--- config.mk ---
export PLATFORM = sky130hd
export DESIGN_NAME = ripple_carry_adder
export DESIGN_NICKNAME = d
export VERILOG_FILES = /design/src/rtl/ripple_carry_adder.sv
export SDC_FILE = /design/constraint.sdc
export NUM_CORES = 1
export LEC_CHECK = 0
export ABC_AREA = 1
export CORE_AREA = 2 2 39 41
export DETAILED_ROUTE_END_ITERATION = 16
export DIE_AREA = 0 0 41 43
export PLACE_DENSITY = 0.73
export RECOVER_POWER = 25
export SKIP_LAST_GASP = 1
export SLEW_MARGIN = 25
export SYNTH_ARGS = -nofsm -noshare
export SYNTH_HDL_FRONTEND = slang
export SYNTH_SLANG_ARGS = --single-unit
--- constraint.sdc ---
create_clock -name clk -period 5.9 [get_ports clk]
set_clock_uncertainty 0.15 [all_clocks]
set_input_delay 0.885 -clock clk [delete_from_list [all_inputs] [get_ports clk]]
set_output_delay 0.885 -clock clk [all_outputs]
set_load 0.02 [all_outputs]
--- src/rtl/ripple_carry_adder.sv ---
// N-bit ripple-carry adder: a linear chain of full-adder cells with an optional
// output register. Baseline architecture for adder latency/width comparisons.

module rca_full_adder (
    input  logic a,
    input  logic b,
    input  logic ci,
    output logic s,
    output logic co,
    output logic p
);

    assign p  = a ^ b;
    assign s  = p ^ ci;
    assign co = (a & b) | (ci & p);

endmodule

module ripple_carry_adder #(
    parameter int N       = 4,
    parameter bit REG_OUT = 1'b1
) (
    input  logic         clk,
    input  logic         rst,
    input  logic [N-1:0] A,
    input  logic [N-1:0] B,
    input  logic         Cin,
    output logic [N-1:0] S,
    output logic         Cout,
    output logic [N-1:0] P
);

    // c[i] is the carry into bit i; c[N] leaves the chain as Cout only.
    logic [N:0]   c;
    logic [N-1:0] s_comb;
    logic [N-1:0] p_comb;

    assign c[0] = Cin;

    for (genvar i = 0; i < N; i++) begin : g_bit
        rca_full_adder u_fa (
            .a  (A[i]),
            .b  (B[i]),
            .ci (c[i]),
            .s  (s_comb[i]),
            .co (c[i+1]),
            .p  (p_comb[i])
        );
    end

    if (REG_OUT) begin : g_reg
        always_ff @(posedge clk) begin
            // NOTE: sequential state uses <= so every register samples pre-edge values.
            if (rst) begin
                S    <= '0;
                Cout <= 1'b0;
                P    <= '0;
            end else begin
                S    <= s_comb;
                Cout <= c[N];
                P    <= p_comb;
            end
        end
    end else begin : g_comb
        // Clock and reset have no function when the chain drives the outputs directly.
        logic unused_clk_rst;
        assign unused_clk_rst = clk ^ rst;

        assign S    = s_comb;
        assign Cout = c[N];
        assign P    = p_comb;
    end

endmodule

==> run_results.csv, run 1 <==
group,metric,value,unit
drt,vias,292,
outcome,status,"complete, no violations",
timing,rsz0062_at_grt,"false",
synth,yosys_warnings,0,
timing,max_freq,331,MHz
synth,yosys-top-cells-area,"dfxtp_1, fa_1, ha_1",
clocking,tritoncts,"done",
synth,yosys.area_share.adder,32.2,%
critical_path,path_buf_inv,4,
clocking,numClockSinks,9,
timing,tightestPinTransition,294,ps
timing,holdWs,1170,ps
clocking,root_buffer,"clkbuf_4",
timing,fin_ws,2880,ps
critical_path,critPathRequiredTime,5940,ps
placement,dp_slack,2720,ps
synth,synth_edf_count,0,
floorplanning,dieArea,1760,µm²
synth,netlist.area_leader.share,44.6,%
critical_path,cp_slowest_stage_delay,560,ps
synth,yosysUniqueCellTypes,6,
global_route,grtUsageTotal,9.63,%
critical_path,cp_cell_sequence,"dlygate4sd3_1 > inv_1 > fa_1 > inv_1 > fa_1 > fa_1 > inv_1 > fa_1 > nor2_1",
drt,antenna_left,0,
finish,fin_util,45.5,%
power,p_per_area,244,nW/µm²
placement,gp_congestion,0.598,
global_route,grt_pass1_vias,284,
placement,post-dp-hpwl,515,µm
floorplanning,initial_core_util,29.2,%
synth,syn_area,404,µm²
clocking,path_clk_slew,60,ps
drt,dr.pass1.iters,1,
global_route,grt-ovfl-total,0,
synth,synthCells,40,
clocking,cts_setup_buffers,0,
synth,syn-num-nets,59,
synth,ys_seq_elements,9,
job,max-cap-violations,0,
drt,routedWlPerCell,7.56,µm
finish,fillers,156,
drt,first_iter_violations,0,
global_route,grt_pass1_wl,1080,µm
floorplanning,die_x,41,µm
floorplanning,rows,14,
timing,setup_violations,0,
synth,synth_mux_area_share,0,%
timing,setup_tns,0,ps
critical_path,cpMostUsedCell,"fa_1",
clocking,post_cts_resized,0,
drt,routed_wl,590,µm
synth,yosysMostFrequentCell,"inv_1",
min_path,hp-class,"input pin to flip-flop",
drt,drc,0,
timing,slew_violations,0,
timing,finalHoldViolCount,0,
timing,layout_min_cycle_time,3020,ps
clocking,cts_buffers,3,
timing,max_slew_margin,80.3,%
synth,synth_flop_cell,"dfxtp_1",
global_route,antenna_found_initial,0,
synth,synthTopCellsByCount,"inv_1, dfxtp_1, nor2_1",
critical_path,critPathMaxFanout,2,
critical_path,crit_family,"adder cells",
finish,area_growth,55.7,%
synth,synth_top_family_by_area,"adder cells",
finish,drive_above_1_share,4.84,%
critical_path,crit_type,"input pin to flip-flop",
synth,postSynthAreaPerCell,10.1,µm²
finish,nNetsFinal,82,
clocking,h-tree-depth,1,
floorplanning,core_area,1380,µm²
critical_path,cp_slowest_cell,"dlygate4sd3_1",
synth,synth_xor_area_share,0,%
clocking,cts_max_path_buffers,2,
synth,synth-compound-area-share,0,%
global_route,grt_max_degree,10,
synth,synth_top_cell_by_area,"dfxtp_1",
placement,io_buffers,19,
finish,num_antenna_cells,0,
power,peakVddDrop,0.000129,V
power,power_leakage,0.310,nW
synth,synth-seq-area-share,44.6,%
timing,timing.final.crit_share,51.2,%
clocking,postCtsHoldBufs,0,
critical_path,critPathArrivalTime,3060,ps
critical_path,worst_setup_path_end_kind,"flip-flop",
synth,async_flop_share,0,%
synth,synthSimpleGateAreaFrac,8.36,%
floorplanning,die_y,43,µm
critical_path,critPathLaunchType,"input pin",
floorplanning,io_pins,20,
drt,vias_per_cell,3.74,
power,p_total,0.153,mW
## logic make-up (layout without fill, tap and decap cells)
group | count (synthesis) | in the layout
buf+inv | 14 | 36
simple gates | 9 | 9
fa+ha+maj | 8 | 8
flops | 9 | 9
## layer usage
metal | GRT usage (%) | part of all wire, % | routed length, µm | up-vias
li1 | - | - | - | 150
met1 | 9.93 | 34 | 198 | 129
met2 | 14.4 | 54 | 317 | 13
met3 | 9.95 | 12 | 73 | 0
met4 | 0 | 0 | 0 | 0
met5 | 0 | 0 | 0 | -
## stage by stage
stage / cells / area (µm²)
3_3_place_gp: 74 / 603
3_5_place_dp: 74 / 603
5_1_grt: 78 / 629
6_report: 78 / 629
4_1_cts: 78 / 629
2_1_floorplan: 40 / 404
## tightest hold or removal path, cell delays in order
cell and delay (ps):
clkdlybuf4s50_1 390, inv_1 60, fa_1 150, nor2_1 40
## placed cells by master, fill, tap and decap left out
cell type and count:
ha_1 4, dfxtp_1 9, nor2_1 9, clkbuf_1 1, clkbuf_4 3, fa_1 4, inv_1 13, dlygate4sd3_1 4
clkdlybuf4s50_1 15
## power by group
group          switching, mW  internal [mW]
sequential           0.00139         0.0668
combinational         0.0185         0.0202
clock                 0.0204         0.0260
## worst paths after layout
path              start   end  slack [ps]  cells after the start
setup / recovery   A[0]  S[3]        2880                      9
hold / removal      Cin  S[0]        1170                      4
## registers in the layout, summed over array words and instances, names as in the netlist
name and cells:
P 4, S 4, Cout 1
## layout make-up
class	count	area (µm²)	share of cell area (%)
clock buffers	4	26.3	4.17
multi-input cells	17	164	26.0
inverters	13	48.8	7.75
well taps	16	20.0	3.18
flip-flops and latches	9	180	28.6
repair buffers	19	190	30.2
(Power assumes the default switching activity.)
==> inputs of run 2 (changes only) <==
==> constraint.sdc (replaced) <==
create_clock -name clk -period 3 [get_ports clk]
set_clock_uncertainty 0.15 [all_clocks]
set_input_delay 0.45 -clock clk [delete_from_list [all_inputs] [get_ports clk]]
set_output_delay 0.45 -clock clk [all_outputs]
set_load 0.02 [all_outputs]
==> run_results.csv, run 2 (synthesis gave the netlist of run 1 again) <==
group,metric,value,unit
outcome,status,"complete, no violations",
clocking,h-tree-depth,1,
global_route,grt_max_degree,10,
timing,rsz0062_at_grt,"false",
drt,vias_per_cell,3.78,
placement,dp_slack,249,ps
floorplanning,die_x,41,µm
critical_path,cpMostUsedCell,"fa_1",
clocking,post_cts_resized,0,
floorplanning,core_area,1380,µm²
power,switching_share,26.9,%
power,power_frac_seq,44.0,%
floorplanning,die_y,43,µm
finish,area_growth,55.7,%
drt,routedWlPerCell,7.79,µm
placement,gp_congestion,0.601,
floorplanning,initial_core_util,29.2,%
clocking,postCtsHoldBufs,0,
power,peakVddDrop,0.000263,V
floorplanning,rows,14,
drt,routed_wl,608,µm
placement,io_buffers,19,
drt,first_iter_violations,0,
min_path,hp-class,"input pin to flip-flop",
critical_path,critPathLaunchType,"input pin",
power,power_leakage,0.310,nW
clocking,root_buffer,"clkbuf_4",
timing,finalHoldViolCount,0,
clocking,numClockSinks,9,
finish,reg.largest.list,"P x4, S x4, Cout x1",
clocking,path_clk_slew,60,ps
drt,vias,295,
power,internal_power,0.223,mW
timing,layout_min_cycle_time,2590,ps
clocking,tritoncts,"done",
finish,layout_commonest_cell,"clkdlybuf4s50_1",
power,clockPowerShare,30.8,%
finish,num_antenna_cells,0,
clocking,cts_max_path_buffers,2,
critical_path,cp_cell_sequence,"dlygate4sd3_1 > inv_1 > fa_1 > inv_1 > fa_1 > fa_1 > inv_1 > fa_1 > nor2_1",
power,switching_power,0.0819,mW
global_route,grtUsageTotal,10.5,%
critical_path,path_buf_inv,4,
floorplanning,io_pins,20,
job,max-cap-violations,0,
finish,fin_area,629,µm²
power,pwr-share-comb,25.2,%
critical_path,cp_slowest_stage_delay,560,ps
timing,fin_ws,407,ps
global_route,grt_pass1_vias,276,
clocking,cts_setup_buffers,0,
critical_path,critPathArrivalTime,2640,ps
floorplanning,dieArea,1760,µm²
critical_path,critPathMaxFanout,2,
drt,drc,0,
timing,max_freq,386,MHz
drt,antenna_left,0,
timing,setup_tns,0,ps
timing,max_slew_margin,78.5,%
critical_path,crit_family,"adder cells",
global_route,grt_pass1_wl,1140,µm
finish,final_cell_mix,"clkdlybuf4s50_1, inv_1, dfxtp_1, nor2_1",
timing,slew_violations,0,
drt,dr.pass1.iters,1,
global_route,grt-ovfl-total,0,
clocking,cts_buffers,3,
timing,timing.final.crit_share,86.4,%
finish,nNetsFinal,82,
critical_path,critPathRequiredTime,3040,ps
critical_path,worst_setup_path_end_kind,"flip-flop",
timing,tightestPinTransition,321,ps
critical_path,cp_slowest_cell,"dlygate4sd3_1",
critical_path,crit_type,"input pin to flip-flop",
power,p_per_area,484,nW/µm²
timing,setup_violations,0,
finish,drive_above_1_share,4.84,%
global_route,antenna_found_initial,0,
placement,placed_area,603,µm²
==> run 2: routing by layer <==
metal  share of wire, %  global-route usage (%)
met5                  0                       0
met4                2.5                    6.00
met3                 11                    8.38
met2                 52                    15.6
met1                 35                    9.60
==> run 2: path summary, 6_finish.rpt <==
path | cells past startpoint | slack (ps) | from | end
setup / recovery | 9 | 410 | A[0] | S[3]
hold / removal | 4 | 750 | Cin | S[0]
==> run 2: worst min-delay path, cell delays in order <==
cell             delay, ps
clkdlybuf4s50_1        390
inv_1                   70
fa_1                   160
nor2_1                  40
==> run 2: layout make-up <==
cell class | instances | area [µm²]
sequential | 9 | 180
inverter | 13 | 48.8
clock buffer | 4 | 26.3
timing repair buffer | 19 | 190
tap | 16 | 20.0
fill | 148 | 754
multi-input combinational | 17 | 164
==> run 2: power groups by stage <==
stage | Clock (mW) | Sequential, mW | Combinational, mW
after floorplan | 0 | 0.152 | 0.0223
after global placement | 0 | 0.137 | 0.0770
after detailed placement | 0 | 0.137 | 0.0792
after CTS | 0.0989 | 0.134 | 0.0795
after global routing | 0.106 | 0.135 | 0.0866
final | 0.0938 | 0.134 | 0.0767
==> run 2: through the flow <==
stage | std cells | utilization, % | hold WS, ps | power (mW)
after detailed placement | 74 | 43.6 | 1030 | 0.216
final | 78 | 45.5 | 750 | 0.304
after global routing | 78 | 45.5 | 790 | 0.328
after floorplan | 40 | - | 481 | 0.175
after global placement | 74 | 43.6 | 989 | 0.214
after CTS | 78 | 45.5 | 749 | 0.313
==> inputs of run 3 (changes only) <==
--- a/config.mk
+++ b/config.mk
@@ -5,11 +5,10 @@
 export SDC_FILE = /design/constraint.sdc
 export NUM_CORES = 1
 export LEC_CHECK = 0
-export ABC_AREA = 1
 export CORE_AREA = 2 2 39 41
 export DETAILED_ROUTE_END_ITERATION = 16
 export DIE_AREA = 0 0 41 43
-export PLACE_DENSITY = 0.73
+export PLACE_DENSITY = 0.72
 export RECOVER_POWER = 25
 export SKIP_LAST_GASP = 1
 export SLEW_MARGIN = 25
==> run_results.csv, run 3 <==
group,metric,value,unit
outcome,status,"complete, no violations",
placement,gp_congestion,0.637,
synth,postSynthAreaPerCell,11.7,µm²
drt,drc,0,
timing,holdWs,731,ps
critical_path,cp_slowest_stage_delay,560,ps
finish,final_cell_mix,"clkdlybuf4s50_1, dfxtp_1, inv_1",
critical_path,crit_type,"input pin to flip-flop",
timing,slew_violations,0,
job,max-cap-violations,0,
drt,first_iter_violations,2,
finish,layout_commonest_cell,"clkdlybuf4s50_1",
critical_path,critPathArrivalTime,2670,ps
floorplanning,rows,14,
power,power_leakage,0.280,nW
synth,syn-num-nets,52,
finish,area_growth,61.4,%
drt,antenna_left,0,
global_route,grt_pass1_vias,273,
clocking,cts_max_path_buffers,2,
clocking,cts_buffers,3,
placement,io_buffers,19,
synth,synth_flop_cell,"dfxtp_1",
synth,synthTopCellsByCount,"dfxtp_1, inv_1, nor2b_1",
critical_path,critPathRequiredTime,3040,ps
timing,max_freq,380,MHz
floorplanning,core_area,1380,µm²
synth,yosys_warnings,0,
critical_path,cp_cell_sequence,"dlygate4sd3_1 > inv_1 > fa_1 > inv_1 > fa_1 > fa_1 > inv_1 > fa_1 > nor2_1",
clocking,numClockSinks,9,
clocking,postCtsHoldBufs,0,
global_route,grt_pass1_wl,1050,µm
timing,max_slew_margin,81.3,%
timing,rsz0062_at_grt,"false",
finish,nNetsFinal,76,
timing,layout_min_cycle_time,2630,ps
critical_path,worst_setup_path_end_kind,"flip-flop",
critical_path,cpMostUsedCell,"fa_1",
power,p_per_area,483,nW/µm²
global_route,antenna_found_initial,0,
synth,netlist.area_leader.share,46.8,%
floorplanning,initial_core_util,27.8,%
clocking,cts_setup_buffers,0,
critical_path,path_buf_inv,4,
placement,post-dp-hpwl,548,µm
floorplanning,die_y,43,µm
clocking,post_cts_resized,0,
floorplanning,die_x,41,µm
clocking,root_buffer,"clkbuf_4",
clocking,path_clk_slew,60,ps
synth,synth-seq-area-share,46.8,%
finish,reg.largest.list,"P x4, S x4, Cout x1",
power,peakVddDrop,0.000114,V
timing,setup_violations,0,
timing,setup_tns,0,ps
synth,synth_edf_count,0,
critical_path,critPathMaxFanout,2,
finish,num_antenna_cells,0,
synth,yosys-top-cells-area,"dfxtp_1, fa_1, ha_1",
global_route,grt-ovfl-total,0,
clocking,h-tree-depth,1,
global_route,grtUsageTotal,9.54,%
timing,timing.final.crit_share,87.7,%
floorplanning,dieArea,1760,µm²
timing,tightestPinTransition,280,ps
synth,synth_top_cell_by_area,"dfxtp_1",
drt,dr.pass1.iters,3,
min_path,hp-class,"input pin to flip-flop",
drt,vias_per_cell,3.71,
synth,synthCells,33,
timing,finalHoldViolCount,0,
synth,syn_area,385,µm²
clocking,tritoncts,"done",
drt,routed_wl,630,µm
global_route,grt_max_degree,10,
critical_path,critPathLaunchType,"input pin",
synth,yosysUniqueCellTypes,6,
synth,async_flop_share,0,%
critical_path,crit_family,"adder cells",
finish,drive_above_1_share,5.36,%
drt,routedWlPerCell,8.75,µm
drt,vias,267,
floorplanning,io_pins,20,
synth,ys_seq_elements,9,
synth,yosysMostFrequentCell,"dfxtp_1",
critical_path,cp_slowest_cell,"dlygate4sd3_1",
==> run 3: cells by family (layout without fill, tap and decap cells) <==
kind of cell / count (synthesis) / after routing / synth area share [%]
flip-flops: 9 / 9 / 46.8
AND/OR/NAND/NOR: 9 / 9 / 12.7
adder cells (fa/ha/maj): 8 / 8 / 33.8
buffers and inverters: 7 / 30 / 6.82
==> run 3: area by class of cell <==
type	instances	area, µm²
fill	147	762
timing repair buffer	19	190
sequential	9	180
multi-input combinational	17	179
clock buffer	4	26.3
inverter	7	26.3
tap	16	20.0
==> run 3: metrics by stage <==
stage               utilization [%]  instances  instance area (µm²)  power [mW]  worst slack (ps)
floorplan                         -         33                  385       0.170               803
global placement               43.0         68                  596       0.212               284
detailed placement             43.0         68                  596       0.215               219
CTS                            44.9         72                  622       0.309               492
global route                   44.9         72                  622       0.318               241
finish                         44.9         72                  622       0.300               370
==> run 3: worst paths after layout <==
path,start,end,cells after the start
max,A[0],S[3],9
min,Cin,S[0],4
==> run 3: report_power, final <==
group	leakage [nW]	switching [mW]	internal, mW
sequential	0.0750	0.00276	0.131
combinational	0.190	0.0345	0.0413
clock	0.0150	0.0392	0.0510
==> run 3: per-layer routing <==
| metal | GRT usage, % | part of all wire, % | vias to the layer above |
|---|---|---|---|
| met5 | 0 | 0 | - |
| met4 | 12.0 | 4.0 | 0 |
| met3 | 0 | 5.1 | 2 |
| met2 | 15.0 | 58 | 13 |
| met1 | 9.33 | 33 | 115 |
| li1 | - | - | 137 |
==> patch 1: new RTL, flow settings as in run 1 <==
Reset style: asynchronous (`rst`), changed in one clocked block.
--- a/src/rtl/ripple_carry_adder.sv
+++ b/src/rtl/ripple_carry_adder.sv
@@ -50,5 +50,5 @@
 
     if (REG_OUT) begin : g_reg
-        always_ff @(posedge clk) begin
+        always_ff @(posedge clk or posedge rst) begin
             // NOTE: sequential state uses <= so every register samples pre-edge values.
             if (rst) begin
Behaviour: differs if rst is asserted again (counterexample within 4 cycles, from zero or initial values and one cycle with rst high); with rst held inactive, the same outputs for 10 cycles.
==> patch 1 against run 1 <==
Die area did not move. Sequential cell count stayed put. Count of clock-buffer cells in the layout unchanged. Synthesized area fell by 1.9%. Via count shrank 19%. Routed wire length is 13% lower. Core utilization rose by 0.27 points. Maximum frequency up 5.8%. Hold slack got worse by 0.30 ns. Worst setup slack gained 0.17 ns. Final area rose by 0.60%. Total power rose by 4.9%. Critical path type unchanged. Critical endpoint is now S[3].
==> patch 1: results (changes against run 1) <==
Pwr
The part of the power in combinational logic came to 0.283 (was 0.252). The maximum vdd ir drop is 62.6 uV (was 129 uV). The total leakage power is 0.000314 uW (was 0.000310 uW). The total internal power is 120 uW (was 113 uW). The part of the total power dissipated in sequential elements is 0.447 (was 0.445).

Global routing
The via count of the first global-routing pass is 229 (was 284). The overall global routing resource usage was 0.0765 (was 0.0963). The global-route wire length before repair came to 821 um (was 1080 um). The pin count of the biggest net entering global routing came to 10 (unchanged).

Yosys
The synthesized area per cell came to 14.2 um2 (was 10.1 um2). The post-synthesis async set-or-reset flop share is 1.00 (was 0). Leading cell types by count after synthesis: inv_1 (11), dfrtp_1 (9), fa_1 (4), ha_1 (4) (was inv_1 (13), dfxtp_1 (9), nor2_1 (9)).

The post-synthesis net count was 47 (was 59). The sequential share of the synthesized area is 0.568 (was 0.446). The fraction of synthesized area in multiplexers is 0 (unchanged). The post-synthesis cell type count was 4 (was 6). Top cells by area, synth: dfrtp_1 (57%), fa_1 (20%), ha_1 (13%), inv_1 (10%) (was dfxtp_1 (45%), fa_1 (20%), ha_1 (12%), inv_1 (12%), nor2_1 (8.4%)).

Critical path
The stage delay of the slowest cell on the critical path came to 0.42 ns (was 0.56 ns). The cell with the largest stage delay on the worst path is clkdlybuf4s50_1 (was dlygate4sd3_1). The worst endpoint data arrival time is 2.89 ns (was 3.06 ns).

Status
Status: finished, final reports clean (unchanged).

Worst hold path
The path category of the worst min-delay check is input port to async pin (was input port to flop).

Cells and area
The post-layout instance count excluding filler cells is 67 (was 78). The fraction of layout instances using a drive strength above 1 was 0.0588 (was 0.0484). The count of nets after finishing was 71 (was 82).

Place
The final weighted congestion in routability-driven placement is 0.597 (was 0.598). The instance area after placement was 607 um2 (was 603 um2). The post-placement cell count is 63 (was 74).

Detailed routing
The total wire length is 511 um (was 590 um). The routed via count is 237 (was 292).

STA
The max-slew headroom at the worst pin is 0.799 (was 0.803).

Clock network
The CTS clock-pin slew for the worst setup and hold paths is 0.05 ns. The number of buffers inserted to repair setup after CTS is 0 (unchanged).
[patch 1: changes by cell type in the layout (fill, tap and decap cells not counted), sizes merged]
cell           delta
dfrtp             +9
dfxtp             -9
nor2              -9
clkdlybuf4s50     +3
dlygate4sd3       -3
inv               -2
[patch 1: worst paths after layout]
kind | slack, ns | depth (start not counted) | start | endpoint
min in group clk | 1.13 | 2 | B[0] | P[0]
max in group asynchronous | 4.50 | 2 | rst | Cout
worst min-delay path | 0.87 | 2 | rst | P[2]
worst max-delay path | 3.05 | 9 | A[0] | S[3]
[patch 1: per-layer routing]
metal  global-route usage  share of wire  wire (um)
met5                    0              0          0
met4                0.120          0.043         22
met3                    0          0.074         38
met2                0.116           0.54        275
met1               0.0676           0.34        175
[patch 1: area by class of cell]
type,count,area (um2)
Sequential cell,9,225
Tap cell,16,20.0
Inverter,11,41.3
Multi-Input combinational cell,8,130
Timing Repair Buffer,19,190
Fill cell,138,751
Clock buffer,4,26.3
==> patch 2: new RTL, flow settings as in run 1 <==
Without the edit above. Change the parameter `N` from 4 to 5.
--- a/src/rtl/ripple_carry_adder.sv
+++ b/src/rtl/ripple_carry_adder.sv
@@ -18,5 +18,5 @@
 
 module ripple_carry_adder #(
-    parameter int N       = 4,
+    parameter int N       = 5,
     parameter bit REG_OUT = 1'b1
 ) (
Interface: changed (resized A, B, P and S); port bits go from 20 to 24. No check against the original RTL was run, so the function may have changed too.
==> patch 2 against run 1 <==
Sequential cell count grew 2. Routed wire length grew 27%. Largest power group unchanged. Largest cell class unchanged. Die area is the same. Final area is 20% higher. Synthesized area up 22%. Global-route usage rose by 3.3 points. Total power up 20%. Worst setup slack worse by 0.39 ns.
==> patch 2: results (changes against run 1) <==
Status
Status: finished, final reports clean (unchanged).

Cells and area
Leading registers by flop count: P: 5 flops, S: 5 flops, Cout: 1 flops (was P: 4 flops, S: 4 flops, Cout: 1 flops). The count of nets after finishing is 98 (was 82). The fraction of layout instances using a drive strength above 1 came to 0.0405 (was 0.0484). The number of inserted filler cells in the final layout is 135 (was 156).

Clock network
The count of instances resized after the clock tree is built is 0 (unchanged). The number of buffers created by CTS is 3 (unchanged). The cell at the root of the clock tree is clkbuf_4 (unchanged). The number of buffers inserted to repair setup after CTS was 0 (unchanged). The H-tree depth is 1 (unchanged). The CTS clock-pin slew for the worst setup and hold paths is approximately 0.070 ns.

Global routing
The met2 global-route usage was 0.188 (was 0.144). The overall global routing resource usage is 0.129 (was 0.0963). The peak-usage layer in the global routing report is met2 (unchanged). The pin count of the biggest net entering global routing is 12 (was 10). The met3 global-route usage is 0.0785 (was 0.0995). The initial antenna violation count is 0 (unchanged). The global-route wire length before repair is 1430 um (was 1080 um). The via count of the first global-routing pass came to 363 (was 284). The fraction of met1 tracks used by global routing is 0.135 (was 0.0993).

Place
The final weighted congestion in routability-driven placement is 0.607 (was 0.598). The number of buffers added on ports is 23 (was 19). The detailed-placement wirelength estimate is 636 um (was 515 um). The instance area after placement came to 731 um2 (was 603 um2).

Yosys
Top cells by area, synth: dfxtp_1 (45%), fa_1 (20%), ha_1 (13%), inv_1 (11%), nor2_1 (8.4%) (was dfxtp_1 (45%), fa_1 (20%), ha_1 (12%), inv_1 (12%), nor2_1 (8.4%)). The predominant post-synthesis flop cell is dfxtp_1 (unchanged). The post-synthesis async set-or-reset flop share is 0 (unchanged). The sequential share of the synthesized area is 0.448 (was 0.446). The number of warning messages in the yosys log is 0 (unchanged).

Leading cell types by count after synthesis: inv_1 (15), dfxtp_1 (11), nor2_1 (11) (was inv_1 (13), dfxtp_1 (9), nor2_1 (9)). The post-synthesis cell type count was 6 (unchanged). The post-synthesis net count came to 71 (was 59).

Detailed routing
The routed wirelength normalized by instance count is 8.34 um (was 7.56 um). The violation count after the first detailed-routing iteration is 1 (was 0). The average via count per standard cell is 4.04 (was 3.74). The first-pass detailed-route iteration total is 4 (was 1).

Critical path
The cell with the largest stage delay on the worst path was dlygate4sd3_1 (unchanged). The top fanout value on the critical path is 2 (unchanged). The worst endpoint data arrival time came to 3.46 ns (was 3.06 ns). The stage delay of the slowest cell on the critical path is 0.56 ns (about the same).

Worst hold path
The path category of the worst min-delay check is input port to flop (unchanged). The worst min-delay path startpoint is Cin (unchanged).

Pwr
The maximum vdd ir drop is 131 uV (was 129 uV). The power dissipated in sequential cells is 83.3 uW (was 68.2 uW). The total leakage power came to 0.000372 uW (was 0.000310 uW).

The total internal power is 133 uW (was 113 uW). The clock group total power is 51.5 uW (was 46.4 uW).

STA
The max-slew headroom at the worst pin is 0.752 (was 0.803).
patch 2: changes by cell type after synthesis:
cell and change:
nor2_1 +2, ha_1 +1, inv_1 +2, fa_1 +1, dfxtp_1 +2
patch 2: worst max path at each step:
stage,slack [ns],from,cells past startpoint,end
after detailed placement,2.33,A[0],10,S[4]
after global placement,2.37,A[0],10,S[4]
final,2.49,A[0],10,S[4]
after CTS,2.61,A[0],10,S[4]
after global routing,2.39,A[0],10,S[4]
after floorplan,2.89,A[0],9,S[4]
patch 2: metal layers:
| metal | vias up | part of all wire | routed length (um) |
|---|---|---|---|
| li1 | 180 | - | - |
| met1 | 166 | 0.36 | 271 |
| met2 | 15 | 0.54 | 403 |
| met3 | 3 | 0.085 | 64 |
| met4 | 0 | 0.015 | 11 |
| met5 | - | 0 | 0 |
patch 2: metrics by stage:
stage	instances	hold slack [ns]	total power (uW)	worst slack, ns	utilization
floorplan	48	0.806	109	2.89	-
global placement	86	1.43	134	2.37	0.528
detailed placement	86	1.44	135	2.33	0.528
CTS	90	1.15	187	2.61	0.547
global route	90	1.16	199	2.39	0.547
finish	90	1.15	183	2.49	0.547
patch 2: cell families after synthesis:
kind of cell,Yosys count,share of synthesized area
buffers and inverters,16,0.137
DFF,11,0.448
and+or+nand+nor,11,0.0840
adders and majority gates,10,0.331
patch 2: area by class of cell:
type / count / share of cell area
clock buffers: 4 / 0.0347
inverters: 15 / 0.0744
multi-input cells: 21 / 0.269
flip-flops and latches: 11 / 0.291
well taps: 16 / 0.0264
repair buffers: 23 / 0.304
patch 2: critical path, delay by kind of cell:
kind                       cells  cell delay [ns]
adders and majority gates      5             1.71
and+or+nand+nor                1             0.10
buffers and inverters          4             0.77
